===== config.mk =====
export PLATFORM = sky130hd
export DESIGN_NAME = ibuf_seq_ctrl_flat
export DESIGN_NICKNAME = d
export VERILOG_FILES = /design/src/rtl/ibuf_seq_ctrl_if.sv /design/src/rtl/ibuf_seq_ctrl.sv /design/src/flat_wrapper.sv
export SDC_FILE = /design/constraint.sdc
export NUM_CORES = 1
export LEC_CHECK = 0
export ABC_AREA = 1
export ABC_CLOCK_PERIOD_IN_PS = 1450
export BUFFER_PORTS_ARGS = -buffer_cell sky130_fd_sc_hd__buf_2
export CAP_MARGIN = 20
export CORE_UTILIZATION = 44
export DETAILED_ROUTE_END_ITERATION = 16
export GPL_TIMING_DRIVEN = 0
export PLACE_DENSITY = 0.78
export SLEW_MARGIN = 5
export SYNTH_ARGS = -nofsm -noshare
export SYNTH_HDL_FRONTEND = slang
export SYNTH_SLANG_ARGS = --single-unit

===== constraint.sdc =====
create_clock -name CLK -period 1.45 [get_ports CLK]
set_input_delay 0.29 -clock CLK [delete_from_list [all_inputs] [get_ports CLK]]
set_output_delay 0.29 -clock CLK [all_outputs]
set_load 0.005 [all_outputs]

===== src/rtl/ibuf_seq_ctrl_if.sv =====
// Control/data bundle between the tile front end (master) and ibuf_seq_ctrl (slave).
// STALL_CNT is present only when IBUF_SEQ_STALL_CNT_EN is defined.
interface ibuf_seq_ctrl_if;
  localparam int unsigned WORD_W = 32;
  localparam int unsigned ODST_W = 4;
  localparam int unsigned IDST_W = 2;
  localparam int unsigned CNT_W  = 16;

  logic              CMD_VALID;
  logic              CMD_READY;
  logic [ODST_W-1:0] CMD_ODST;
  logic              IN_VALID;
  logic              IN_READY;
  logic [WORD_W-1:0] IN_WORD;
  logic              LOAD_EN;
  logic [IDST_W-1:0] IDST;
  logic [WORD_W-1:0] IWORD;
  logic              START_CALC;
  logic [ODST_W-1:0] ODST;
  logic              BUSY;
  logic              DONE;
  logic [CNT_W-1:0]  TILE_CNT;
`ifdef IBUF_SEQ_STALL_CNT_EN
  logic [CNT_W-1:0]  STALL_CNT;

  modport master (
    output CMD_VALID, CMD_ODST, IN_VALID, IN_WORD,
    input  CMD_READY, IN_READY, LOAD_EN, IDST, IWORD, START_CALC,
           ODST, BUSY, DONE, TILE_CNT, STALL_CNT
  );
  modport slave (
    input  CMD_VALID, CMD_ODST, IN_VALID, IN_WORD,
    output CMD_READY, IN_READY, LOAD_EN, IDST, IWORD, START_CALC,
           ODST, BUSY, DONE, TILE_CNT, STALL_CNT
  );
`else
  modport master (
    output CMD_VALID, CMD_ODST, IN_VALID, IN_WORD,
    input  CMD_READY, IN_READY, LOAD_EN, IDST, IWORD, START_CALC,
           ODST, BUSY, DONE, TILE_CNT
  );
  modport slave (
    input  CMD_VALID, CMD_ODST, IN_VALID, IN_WORD,
    output CMD_READY, IN_READY, LOAD_EN, IDST, IWORD, START_CALC,
           ODST, BUSY, DONE, TILE_CNT
  );
`endif
endinterface


===== src/rtl/ibuf_seq_ctrl.sv =====
// Tile sequencer for the MAC input buffer: load NCOL words, run the shift chain, drain, report done.
// Optional IBUF_SEQ_STALL_CNT_EN adds a saturating count of source-starved LOAD cycles.
module ibuf_seq_ctrl #(
  parameter int unsigned NCOL      = 4,
  parameter int unsigned SHIFT_LEN = 4,
  parameter int unsigned DRAIN_LEN = 3
) (
  input  logic           CLK,
  input  logic           RST,
  ibuf_seq_ctrl_if.slave bus
);
  localparam int unsigned WORD_W  = 32;
  localparam int unsigned ODST_W  = 4;
  localparam int unsigned IDST_W  = 2;
  localparam int unsigned CNT_W   = 16;
  localparam int unsigned CYC_MAX = (SHIFT_LEN > DRAIN_LEN) ? SHIFT_LEN : DRAIN_LEN;
  localparam int unsigned CYC_W   = (CYC_MAX > 1) ? $clog2(CYC_MAX) : 1;

  localparam logic [IDST_W-1:0] LAST_WORD  = IDST_W'(NCOL - 1);
  localparam logic [CYC_W-1:0]  SHIFT_LAST = CYC_W'(SHIFT_LEN - 1);
  localparam logic [CYC_W-1:0]  DRAIN_LAST = CYC_W'((DRAIN_LEN == 0) ? 0 : DRAIN_LEN - 1);

  typedef enum logic [2:0] {
    S_IDLE, S_LOAD, S_ARM, S_CALC, S_DRAIN, S_DONE
  } state_t;

  state_t             state_q, state_nxt;
  logic [IDST_W-1:0]  word_cnt_q, word_cnt_nxt;
  logic [CYC_W-1:0]   cyc_cnt_q, cyc_cnt_nxt;
  logic               load_en_q, load_en_nxt;
  logic [IDST_W-1:0]  idst_q, idst_nxt;
  logic [WORD_W-1:0]  iword_q, iword_nxt;
  logic               start_calc_q, start_calc_nxt;
  logic [ODST_W-1:0]  odst_q, odst_nxt;
  logic               busy_q, busy_nxt;
  logic               done_q, done_nxt;
  logic [CNT_W-1:0]   tile_cnt_q, tile_cnt_nxt;
`ifdef IBUF_SEQ_STALL_CNT_EN
  logic [CNT_W-1:0]   stall_cnt_q, stall_cnt_nxt;
`endif

  // Next-state and next-output decode; status outputs are registered from the next state.
  always_comb begin
    state_nxt    = state_q;
    word_cnt_nxt = word_cnt_q;
    cyc_cnt_nxt  = cyc_cnt_q;
    load_en_nxt  = 1'b0;
    idst_nxt     = idst_q;
    iword_nxt    = iword_q;
    odst_nxt     = odst_q;

    unique case (state_q)
      S_IDLE: begin
        if (bus.CMD_VALID) begin
          state_nxt    = S_LOAD;
          odst_nxt     = bus.CMD_ODST;
          word_cnt_nxt = '0;
        end
      end
      S_LOAD: begin
        if (bus.IN_VALID) begin
          load_en_nxt = 1'b1;
          idst_nxt    = word_cnt_q;
          iword_nxt   = bus.IN_WORD;
          if (word_cnt_q == LAST_WORD) begin
            state_nxt    = S_ARM;
            word_cnt_nxt = '0;
          end else begin
            word_cnt_nxt = word_cnt_q + IDST_W'(1);
          end
        end
      end
      S_ARM: begin
        state_nxt   = S_CALC;
        cyc_cnt_nxt = '0;
      end
      S_CALC: begin
        if (cyc_cnt_q == SHIFT_LAST) begin
          cyc_cnt_nxt = '0;
          state_nxt   = (DRAIN_LEN == 0) ? S_DONE : S_DRAIN;
        end else begin
          cyc_cnt_nxt = cyc_cnt_q + CYC_W'(1);
        end
      end
      S_DRAIN: begin
        if (cyc_cnt_q == DRAIN_LAST) begin
          cyc_cnt_nxt = '0;
          state_nxt   = S_DONE;
        end else begin
          cyc_cnt_nxt = cyc_cnt_q + CYC_W'(1);
        end
      end
      S_DONE:  state_nxt = S_IDLE;
      default: state_nxt = S_IDLE;
    endcase

    start_calc_nxt = (state_nxt == S_CALC);
    busy_nxt       = (state_nxt != S_IDLE);
    done_nxt       = (state_nxt == S_DONE);
    tile_cnt_nxt   = done_nxt ? tile_cnt_q + CNT_W'(1) : tile_cnt_q;

`ifdef IBUF_SEQ_STALL_CNT_EN
    stall_cnt_nxt = stall_cnt_q;
    if ((state_q == S_LOAD) && !bus.IN_VALID && (stall_cnt_q != {CNT_W{1'b1}}))
      stall_cnt_nxt = stall_cnt_q + CNT_W'(1);
`endif
  end

  // State and output registers; reset wins over everything.
  always_ff @(posedge CLK) begin
    if (RST) begin
      state_q      <= S_IDLE;
      word_cnt_q   <= '0;
      cyc_cnt_q    <= '0;
      load_en_q    <= 1'b0;
      idst_q       <= '0;
      iword_q      <= '0;
      start_calc_q <= 1'b0;
      odst_q       <= '0;
      busy_q       <= 1'b0;
      done_q       <= 1'b0;
      tile_cnt_q   <= '0;
`ifdef IBUF_SEQ_STALL_CNT_EN
      stall_cnt_q  <= '0;
`endif
    end else begin
      state_q      <= state_nxt;
      word_cnt_q   <= word_cnt_nxt;
      cyc_cnt_q    <= cyc_cnt_nxt;
      load_en_q    <= load_en_nxt;
      idst_q       <= idst_nxt;
      iword_q      <= iword_nxt;
      start_calc_q <= start_calc_nxt;
      odst_q       <= odst_nxt;
      busy_q       <= busy_nxt;
      done_q       <= done_nxt;
      tile_cnt_q   <= tile_cnt_nxt;
`ifdef IBUF_SEQ_STALL_CNT_EN
      stall_cnt_q  <= stall_cnt_nxt;
`endif
    end
  end

  assign bus.CMD_READY  = (state_q == S_IDLE);
  assign bus.IN_READY   = (state_q == S_LOAD);
  assign bus.LOAD_EN    = load_en_q;
  assign bus.IDST       = idst_q;
  assign bus.IWORD      = iword_q;
  assign bus.START_CALC = start_calc_q;
  assign bus.ODST       = odst_q;
  assign bus.BUSY       = busy_q;
  assign bus.DONE       = done_q;
  assign bus.TILE_CNT   = tile_cnt_q;
`ifdef IBUF_SEQ_STALL_CNT_EN
  assign bus.STALL_CNT  = stall_cnt_q;
`endif

endmodule


===== src/flat_wrapper.sv =====
// flat-port wrapper written by rule: the top's interface ports become plain ports
module ibuf_seq_ctrl_flat 
#(
  parameter int unsigned NCOL      = 4,
  parameter int unsigned SHIFT_LEN = 4,
  parameter int unsigned DRAIN_LEN = 3
)
  (CLK, RST, bus_CMD_VALID, bus_CMD_ODST, bus_IN_VALID, bus_IN_WORD, bus_CMD_READY, bus_IN_READY, bus_LOAD_EN, bus_IDST, bus_IWORD, bus_START_CALC, bus_ODST, bus_BUSY, bus_DONE, bus_TILE_CNT);
  ibuf_seq_ctrl_if bus_i ();
  input  logic CLK;
  input  logic RST;
  input wire logic [$bits(bus_i.CMD_VALID)-1:0] bus_CMD_VALID;
  input wire logic [$bits(bus_i.CMD_ODST)-1:0] bus_CMD_ODST;
  input wire logic [$bits(bus_i.IN_VALID)-1:0] bus_IN_VALID;
  input wire logic [$bits(bus_i.IN_WORD)-1:0] bus_IN_WORD;
  output wire logic [$bits(bus_i.CMD_READY)-1:0] bus_CMD_READY;
  output wire logic [$bits(bus_i.IN_READY)-1:0] bus_IN_READY;
  output wire logic [$bits(bus_i.LOAD_EN)-1:0] bus_LOAD_EN;
  output wire logic [$bits(bus_i.IDST)-1:0] bus_IDST;
  output wire logic [$bits(bus_i.IWORD)-1:0] bus_IWORD;
  output wire logic [$bits(bus_i.START_CALC)-1:0] bus_START_CALC;
  output wire logic [$bits(bus_i.ODST)-1:0] bus_ODST;
  output wire logic [$bits(bus_i.BUSY)-1:0] bus_BUSY;
  output wire logic [$bits(bus_i.DONE)-1:0] bus_DONE;
  output wire logic [$bits(bus_i.TILE_CNT)-1:0] bus_TILE_CNT;
  assign bus_i.CMD_VALID = bus_CMD_VALID;
  assign bus_i.CMD_ODST = bus_CMD_ODST;
  assign bus_i.IN_VALID = bus_IN_VALID;
  assign bus_i.IN_WORD = bus_IN_WORD;
  assign bus_CMD_READY = bus_i.CMD_READY;
  assign bus_IN_READY = bus_i.IN_READY;
  assign bus_LOAD_EN = bus_i.LOAD_EN;
  assign bus_IDST = bus_i.IDST;
  assign bus_IWORD = bus_i.IWORD;
  assign bus_START_CALC = bus_i.START_CALC;
  assign bus_ODST = bus_i.ODST;
  assign bus_BUSY = bus_i.BUSY;
  assign bus_DONE = bus_i.DONE;
  assign bus_TILE_CNT = bus_i.TILE_CNT;
  ibuf_seq_ctrl #(.NCOL(NCOL), .SHIFT_LEN(SHIFT_LEN), .DRAIN_LEN(DRAIN_LEN)) u_core (.CLK(CLK), .RST(RST), .bus(bus_i));
endmodule

# Word level (Yosys, flattened, before mapping)
# Cells that the tools add are included.
# Widths: inputs -> output; s select.
# totals
ff_bits	65
output_inout_bits	60
in_bits	40
elab_cells	48
# classes
add_sub_neg	3
n_bitwise	1
eq_ne	11
muxes	14
reduce_logical	8
# op_table
cell	count
$add 16x1->16 const B	1
$mux 3	5
$pmux 3 s5	1
$mux 2	5
$eq 3x2->1 const B	3
$eq 2x2->1 const B	3
$eq 3x3->1 const B	2
$pmux 2 s3	1
$reduce_bool 3->1	2
$add 2x1->2 const B	2
$ne 2x2->1 const B	2
$pmux 2 s2	1
$reduce_and 2->1	2
$eq 3x1->1 const B	1
$logic_not 3->1	1
$reduce_and 3->1	1
$reduce_bool 2->1	1
$reduce_or 2->1	1
$mux 1	1
$not 1->1	1

# Logic depth before layout (Yosys ltp)
# Gate-level depths: netlist of the first run.
# logic_depth
depth_word	5
depth_mapped	8
mapped_depth_nobuf	8

# Least setup slack after synthesis of the first run
# OpenSTA, ideal clock, no wires.
# synth_timing
path_kind	reg-to-reg
start	reg u_core.tile_cnt_q[1], in the netlist u_core.bus.TILE_CNT[1]
end	reg u_core.tile_cnt_q[14], in the netlist u_core.bus.TILE_CNT[14]
path_buffers	0
path_stages_with_launch	9
synth_period_minus_slack_ns	1.386
required_time_ns	1.337
setup_slack_ns	0.064
setup_time_ns	0.113
t_arrival_ns	1.273
path_cell_list	dfxtp_1 -> ha_1 -> nand2_1 -> nor2_1 -> nand3b_1 -> nor3_1 -> nand2_1 -> nand2_1 -> nor2_1
# synth_between
elab_chain_cells	1
# synth_rtl
element	line	source
from (decl)	ibuf_seq_ctrl.sv:37	logic [CNT_W-1:0] tile_cnt_q, tile_cnt_nxt;
from (signal assigned)	ibuf_seq_ctrl.sv:137	tile_cnt_q <= tile_cnt_nxt;
$add 16x1->16	ibuf_seq_ctrl.sv:100	tile_cnt_nxt = done_nxt ? tile_cnt_q + CNT_W'(1) : tile_cnt_q;
# Every way passes these cells.
# A chain may end at the register's enable or synchronous reset.

# Worst setup path after layout of the first run
# layout_timing
start	reg u_core.state_q[2]
end	out bus_IN_READY
# layout_between
elab_chain_cells	1
# layout_rtl
element	line	source
from (decl)	ibuf_seq_ctrl.sv:27	state_t state_q, state_nxt;
from (signal assigned)	ibuf_seq_ctrl.sv:127	state_q <= state_nxt;
$eq 3x1->1	ibuf_seq_ctrl.sv:145	assign bus.IN_READY = (state_q == S_LOAD);
to (decl)	flat_wrapper.sv:17	output wire logic [$bits(bus_i.IN_READY)-1:0] bus_IN_READY;
# Every way passes these cells.

==> impl_metrics.json, run 1 <==
{
  "setup_violations": 0,
  "layout_common_cells": "buf_2 (97), nand2_1 (72), dfxtp_1 (55)",
  "layout.cells.most_common": "buf_2",
  "crit_chain": "nor3_4, buf_6, buf_6",
  "drt-total-wl_um": 6666,
  "yosysTopAreaCell": "dfxtp_1",
  "finalHoldViolations": 0,
  "die-area_sq_um": 6439,
  "dr_total_vias": 2731,
  "cts_max_path_buffers": 2,
  "wl_per_cell_um": 12.16,
  "endpoint_kind": "output port",
  "drive_gt1_frac": 0.3552,
  "cpPeakStageDelay_ns": 0.37,
  "p_leak_nw": 1.617,
  "yosysUniqueCellTypes": 28,
  "swShare": 0.2564,
  "wl_met1_um": 3160,
  "drc": 0,
  "totalPowerFinal_mw": 3.794,
  "crit_family": "flip-flops",
  "ctsRootBufferMaster": "clkbuf_8",
  "tightest_slew_ns": 0.5489,
  "cp-start-kind": "flop",
  "postSynthCellCount": 352,
  "dr.pass1.iters": 5,
  "clk_latency_ns": 0.34,
  "cellPowerDensity_nw_per_um2": 1029,
  "place.detailed.hpwl_um": 4611,
  "cpMostUsedCell": "buf_6",
  "reg2reg_depth": 8,
  "die_w_um": 80.25,
  "worst_ep_required_time_ns": 1.16,
  "top_layer": "met4",
  "maxCapViolations": 0,
  "synth_compound_area_frac": 0.1319,
  "start_util": 0.4550,
  "hp-class": "primary input to flop",
  "antennaDiodeCount": 0,
  "route.met2.wl_um": 3120,
  "gp_congestion": 0.8496,
  "synthXorXnorAreaFrac": 0,
  "synth_top_family_by_area": "simple AND/OR/NAND/NOR gates",
  "drt_iter0_markers": 105,
  "grt_pass1_wl_um": 10680,
  "fin_worst_skew_ns": 0.005198,
  "vias_per_cell": 4.984,
  "min_period_ns": 1.444,
  "rows": 28,
  "ys_seq_area_frac": 0.4830,
  "clockPowerShare": 0.397,
  "path_class": "flop to output port",
  "relSlewSlack": 0.6341,
  "yosysWarnings": 0,
  "nets": 514,
  "fmax_ghz": 0.6928,
  "r2r_slack_ns": 0.04,
  "slowest_stage": "dfxtp_4",
  "dr_wl_met3_um": 318,
  "r2r_end": "u_core.bus.TILE_CNT[14]",
  "hold_depth": 3,
  "yosysTopAreaCellShare": 0.4830,
  "status": "finished, final reports clean",
  "io_pins": 100,
  "synth_mux_area_frac": 0,
  "cts_made_buffers": 9,
  "die_h_um": 80.25,
  "rsz0062_at_grt": "true",
  "syn-cell-area_sq_um": 2694,
  "r2r-start": "u_core.bus.TILE_CNT[1]",
  "timing_max_transition_violations_final": 0,
  "cp.buffers_inverters": 2,
  "min_to": "u_core.bus.IWORD[7]",
  "antenna_left": 0,
  "cp_max_fo": 6,
  "setup_tns_ns": 0,
  "grt_max_degree": 16,
  "seqPwrFrac": 0.494,
  "cts_tree": "yes",
  "synth_simple_gate_area_frac": 0.2903,
  "syn_to_final_growth_pct": 36.88,
  "cp_data_arrival_time_ns": 1.15,
  "clk_pin_slew_worst_paths_ns": 0.07,
  "synth_area_leaders": "dfxtp_1 (48%), nand2_1 (10%), a21oi_1 (9.1%)",
  "cts_hold_buf": 0,
  "core-area_sq_um": 5921,
  "synth-adder-area-share": 0.02787,
  "syn_nets": 398,
  "ys_seq_elements": 65,
  "place.port_buffers": 97,
  "cts_sinks": 65,
  "grt_pass1_vias": 2421,
  "track_usage": 0.2150,
  "min_from": "bus_IN_WORD[7]",
  "avgSynthCellArea_sq_um": 7.653,
  "htree_levels": 3,
  "internal_power_mw": 2.821,
  "ir_worst_vdd_mv": 0.5460,
  "fin_crit_sh": 0.9955,
  "combPwrFrac": 0.109,
  "antenna_found_initial": 0,
  "power.switching_uw": 972.8,
  "gr-total-overflow": 0
}
area by class of cell:
type / instances / area, sq um
multi-input combinational: 246 / 1308
sequential: 65 / 1324
timing repair buffer: 106 / 559.3
buffer: 19 / 125.1
tap: 75 / 93.84
inverter: 21 / 83.83
clock buffer: 9 / 123.9
fill: 518 / 2233
clock inverter: 7 / 70.07
cell usage after synthesis:
library cell / instances
nor4_1: 1
buf_6: 2
a211oi_1: 1
a21oi_2: 2
ha_1: 6
nor2_1: 31
nand3_2: 1
nand4_1: 4
nor3_1: 3
buf_2: 6
o21a_1: 1
inv_1: 19
a21oi_1: 49
nand3_1: 49
nor3b_1: 2
nor2_2: 2
inv_2: 2
clkbuf_1: 11
buf_4: 1
o21ai_1: 7
nand3b_1: 1
o21ai_0: 1
a31oi_1: 6
nor3_2: 2
nand2_2: 3
nand2_1: 73
nor3_4: 1
dfxtp_1: 65
cells by family after synthesis:
logic type,Yosys count
DFF,65
adders and majority gates,6
AOI/OAI and AO/OA,67
buffers and inverters,41
and+or+nand+nor,173
worst max path at each step:
stage	start	endpoint	slack (ns)	cells past startpoint
3_5_place_dp	u_core.bus.TILE_CNT[1]	u_core.bus.TILE_CNT[14]	-0.13	8
5_1_grt	u_core.state_q[0]	bus_IN_READY	-0.06	4
4_1_cts	u_core.state_q[0]	bus_IN_READY	-0.05	4
2_1_floorplan	u_core.bus.TILE_CNT[1]	u_core.bus.TILE_CNT[14]	0.06	8
3_3_place_gp	u_core.bus.TILE_CNT[1]	u_core.bus.TILE_CNT[14]	-0.1	8
6_report	u_core.state_q[2]	bus_IN_READY	0.006	3
flip-flops by register name, indices dropped and copies added (netlist names), 2 cells and up:
register and flops:
u_core.word_cnt_q 2, u_core.bus.IDST 2, u_core.bus.IWORD 32, u_core.cyc_cnt_q 2, u_core.state_q 3, u_core.bus.ODST 4, u_core.bus.TILE_CNT 16
per-stage QoR:
step                setup WS [ns]  instance area, sq um    util  cells  hold slack, ns
floorplan                 0.06440                  2694       -    352          0.4544
global placement         -0.09884                  3273  0.5528    524          0.4457
detailed placement        -0.1293                  3273  0.5528    524          0.4503
CTS                      -0.04669                  3537  0.5974    543          0.1929
global route             -0.05995                  3687  0.6228    548          0.1920
finish                   0.006482                  3687  0.6228    548          0.2097
what timing repair did:
item                       4_1_cts  5_1_grt
setup endpoints to repair       10       52
pin swaps                        2       10
setup buffers                    4        5
gates resized for setup         15       35
power by group through the flow:
stage	Clock, mW	Sequential, mW	Combinational, mW
detailed placement	0	1.92	0.368
global placement	0	1.92	0.358
finish	1.50	1.87	0.415
CTS	1.54	1.88	0.401
floorplan	0	1.92	0.202
global route	1.64	1.88	0.461
worst min-delay path, cell delays in order:
cell and delay, ns:
buf_2 0.09, nand3_1 0.07, a21oi_1 0.06
per-layer routing:
metal  vias up  global-route usage
li1       1412                   -
met1      1241              0.2772
met2        71              0.3333
met3         7             0.06136
met4         0             0.09286
met5         -                   0
Power figures use the tool's default switching activity.
==> run 2: changes to the inputs <==
CORE_UTILIZATION = 35   (was 44)
PLACE_DENSITY = 0.65   (was 0.78)
==> impl_metrics.json, run 2 (synthesis results as in run 1) <==
{
  "antenna_found_initial": 0,
  "grt_pass1_vias": 2405,
  "fmax_ghz": 0.7025,
  "largest_reg_flops": 32,
  "cpMostUsedCell": "buf_6",
  "min_period_ns": 1.424,
  "drive_gt1_frac": 0.3592,
  "cts_max_path_buffers": 2,
  "antenna_left": 0,
  "vias_per_cell": 4.732,
  "gp_congestion": 0.8106,
  "ir_worst_vdd_mv": 0.4975,
  "min_from": "bus_IN_WORD[8]",
  "grt_max_degree": 16,
  "setup_tns_ns": 0,
  "slowest_stage": "dfxtp_4",
  "place.detailed.hpwl_um": 4892,
  "cellPowerDensity_nw_per_um2": 1028,
  "fillers": 695,
  "tightest_slew_ns": 0.5354,
  "path_depth": 3,
  "post-route-cell-area_sq_um": 3766,
  "rsz0062_at_grt": "true",
  "drc": 0,
  "track_usage": 0.1765,
  "setup_violations": 0,
  "hold_slack_ns": 0.2149,
  "gr-total-overflow": 0,
  "htree_levels": 3,
  "r2r_slack_ns": 0.06,
  "layout.cells.most_common": "buf_2",
  "cp.buffers_inverters": 2,
  "dr.pass1.iters": 4,
  "cp-start-kind": "flop",
  "cpPeakStageDelay_ns": 0.37,
  "r2r-start": "u_core.bus.TILE_CNT[1]",
  "cp_max_fo": 4,
  "pre_cts_ws_ns": -0.1435,
  "die_h_um": 89.73,
  "status": "finished, final reports clean",
  "syn_to_final_growth_pct": 39.80,
  "io_pins": 100,
  "die-area_sq_um": 8051,
  "nets": 517,
  "die_w_um": 89.73,
  "crit_family": "flip-flops",
  "dr_total_vias": 2721,
  "antennaDiodeCount": 0,
  "fin_crit_sh": 0.9818,
  "layout_common_cells": "buf_2 (96), nand2_1 (72), dfxtp_1 (54)",
  "drt-total-wl_um": 7097,
  "placed_area_sq_um": 3303,
  "finalHoldViolations": 0,
  "clk_latency_ns": 0.34,
  "cts_tree": "yes",
  "cp_data_arrival_time_ns": 1.13,
  "drt_iter0_markers": 104,
  "timing_max_transition_violations_final": 0,
  "reg2reg_depth": 8,
  "crit_chain": "nor3_4, buf_6, buf_6",
  "core-area_sq_um": 7331,
  "final.setup.worst_slack_ns": 0.02644,
  "grt_pass1_wl_um": 11470,
  "wl_per_cell_um": 12.34,
  "endpoint_kind": "output port",
  "path_class": "flop to output port",
  "start_util": 0.3675,
  "worst_ep_required_time_ns": 1.16,
  "cts_made_buffers": 9,
  "fin_worst_skew_ns": 0.008227,
  "maxCapViolations": 0,
  "clk_pin_slew_worst_paths_ns": 0.08,
  "place.port_buffers": 97,
  "hp-class": "primary input to flop",
  "hold_depth": 3,
  "rows": 31,
  "ctsRootBufferMaster": "clkbuf_8",
  "r2r_end": "u_core.bus.TILE_CNT[8]",
  "relSlewSlack": 0.6431,
  "p_leak_nw": 1.616,
  "cts_sinks": 65,
  "min_to": "u_core.bus.IWORD[8]"
}
==> run 2: cell types whose count changed in the layout (fill, tap and decap cells not counted), moves of 2 or more <==
| cell | before | now |
|---|---|---|
| a21oi_2 | 4 | 2 |
| clkinv_2 | 3 | 1 |
| buf_6 | 6 | 8 |
| a21oi_1 | 47 | 49 |
==> run 2: what timing repair did <==
action,4_1_cts,5_1_grt
setup endpoints to repair,10,49
buffers inserted,7,4
hold buffers,0,0
resized for setup,17,37
pin swaps,4,9
endpoints found under the hold margin,0,0
cloned,0,1
==> run 2: how the worst max path moves through the flow <==
stage,startpoint,slack [ns],endpoint
6_report,u_core.state_q[2],0.03,bus_IN_READY
3_3_place_gp,u_core.bus.TILE_CNT[1],-0.12,u_core.bus.TILE_CNT[14]
2_1_floorplan,u_core.bus.TILE_CNT[1],0.06,u_core.bus.TILE_CNT[14]
4_1_cts,u_core.state_q[0],-0.04,bus_IN_READY
3_5_place_dp,u_core.bus.TILE_CNT[1],-0.14,u_core.bus.TILE_CNT[14]
5_1_grt,u_core.bus.TILE_CNT[2],-0.05,u_core.bus.TILE_CNT[15]
==> run 2: per-stage QoR <==
stage                       util  power, mW  std cells
after global placement    0.4506      2.283        548
after floorplan                -      2.124        352
after global routing      0.5137      4.037        575
after detailed placement  0.4506      2.288        548
after CTS                 0.4919      3.899        570
final                     0.5137      3.871        575
==> run 2: layout make-up <==
| type | count | area [sq um] | area share |
|---|---|---|---|
| Buffer | 19 | 135.1 | 0.03588 |
| Clock buffer | 10 | 137.6 | 0.03654 |
| Clock inverter | 6 | 67.56 | 0.01794 |
| Inverter | 21 | 86.33 | 0.02292 |
| Multi-Input combinational cell | 246 | 1291 | 0.3429 |
| Sequential cell | 65 | 1325 | 0.3518 |
| Tap cell | 99 | 123.9 | 0.03289 |
| Timing Repair Buffer | 109 | 599.3 | 0.1591 |
==> run 2: routing by layer <==
| metal | GRT usage | wire [um] |
|---|---|---|
| met2 | 0.2724 | 3323 |
| met5 | 0 | 0 |
| met3 | 0.03384 | 307 |
| met4 | 0.09699 | 156 |
| met1 | 0.2319 | 3310 |
==> run 2: report_power, final <==
part	switching [mW]	internal (mW)	leakage, nW
Sequential	0.0333	1.84	0.534
Clock	0.733	0.843	0.0985
Combinational	0.229	0.193	0.984
Total	0.996	2.88	1.62
==> run 2: worst register-to-register path, delay by kind of cell, from the launching register on <==
family,cells,cell delay [ns]
compound gates,1,0.16
buf+inv,3,0.37
fa+ha+maj,1,0.17
simple gates,3,0.20
flops,1,0.37
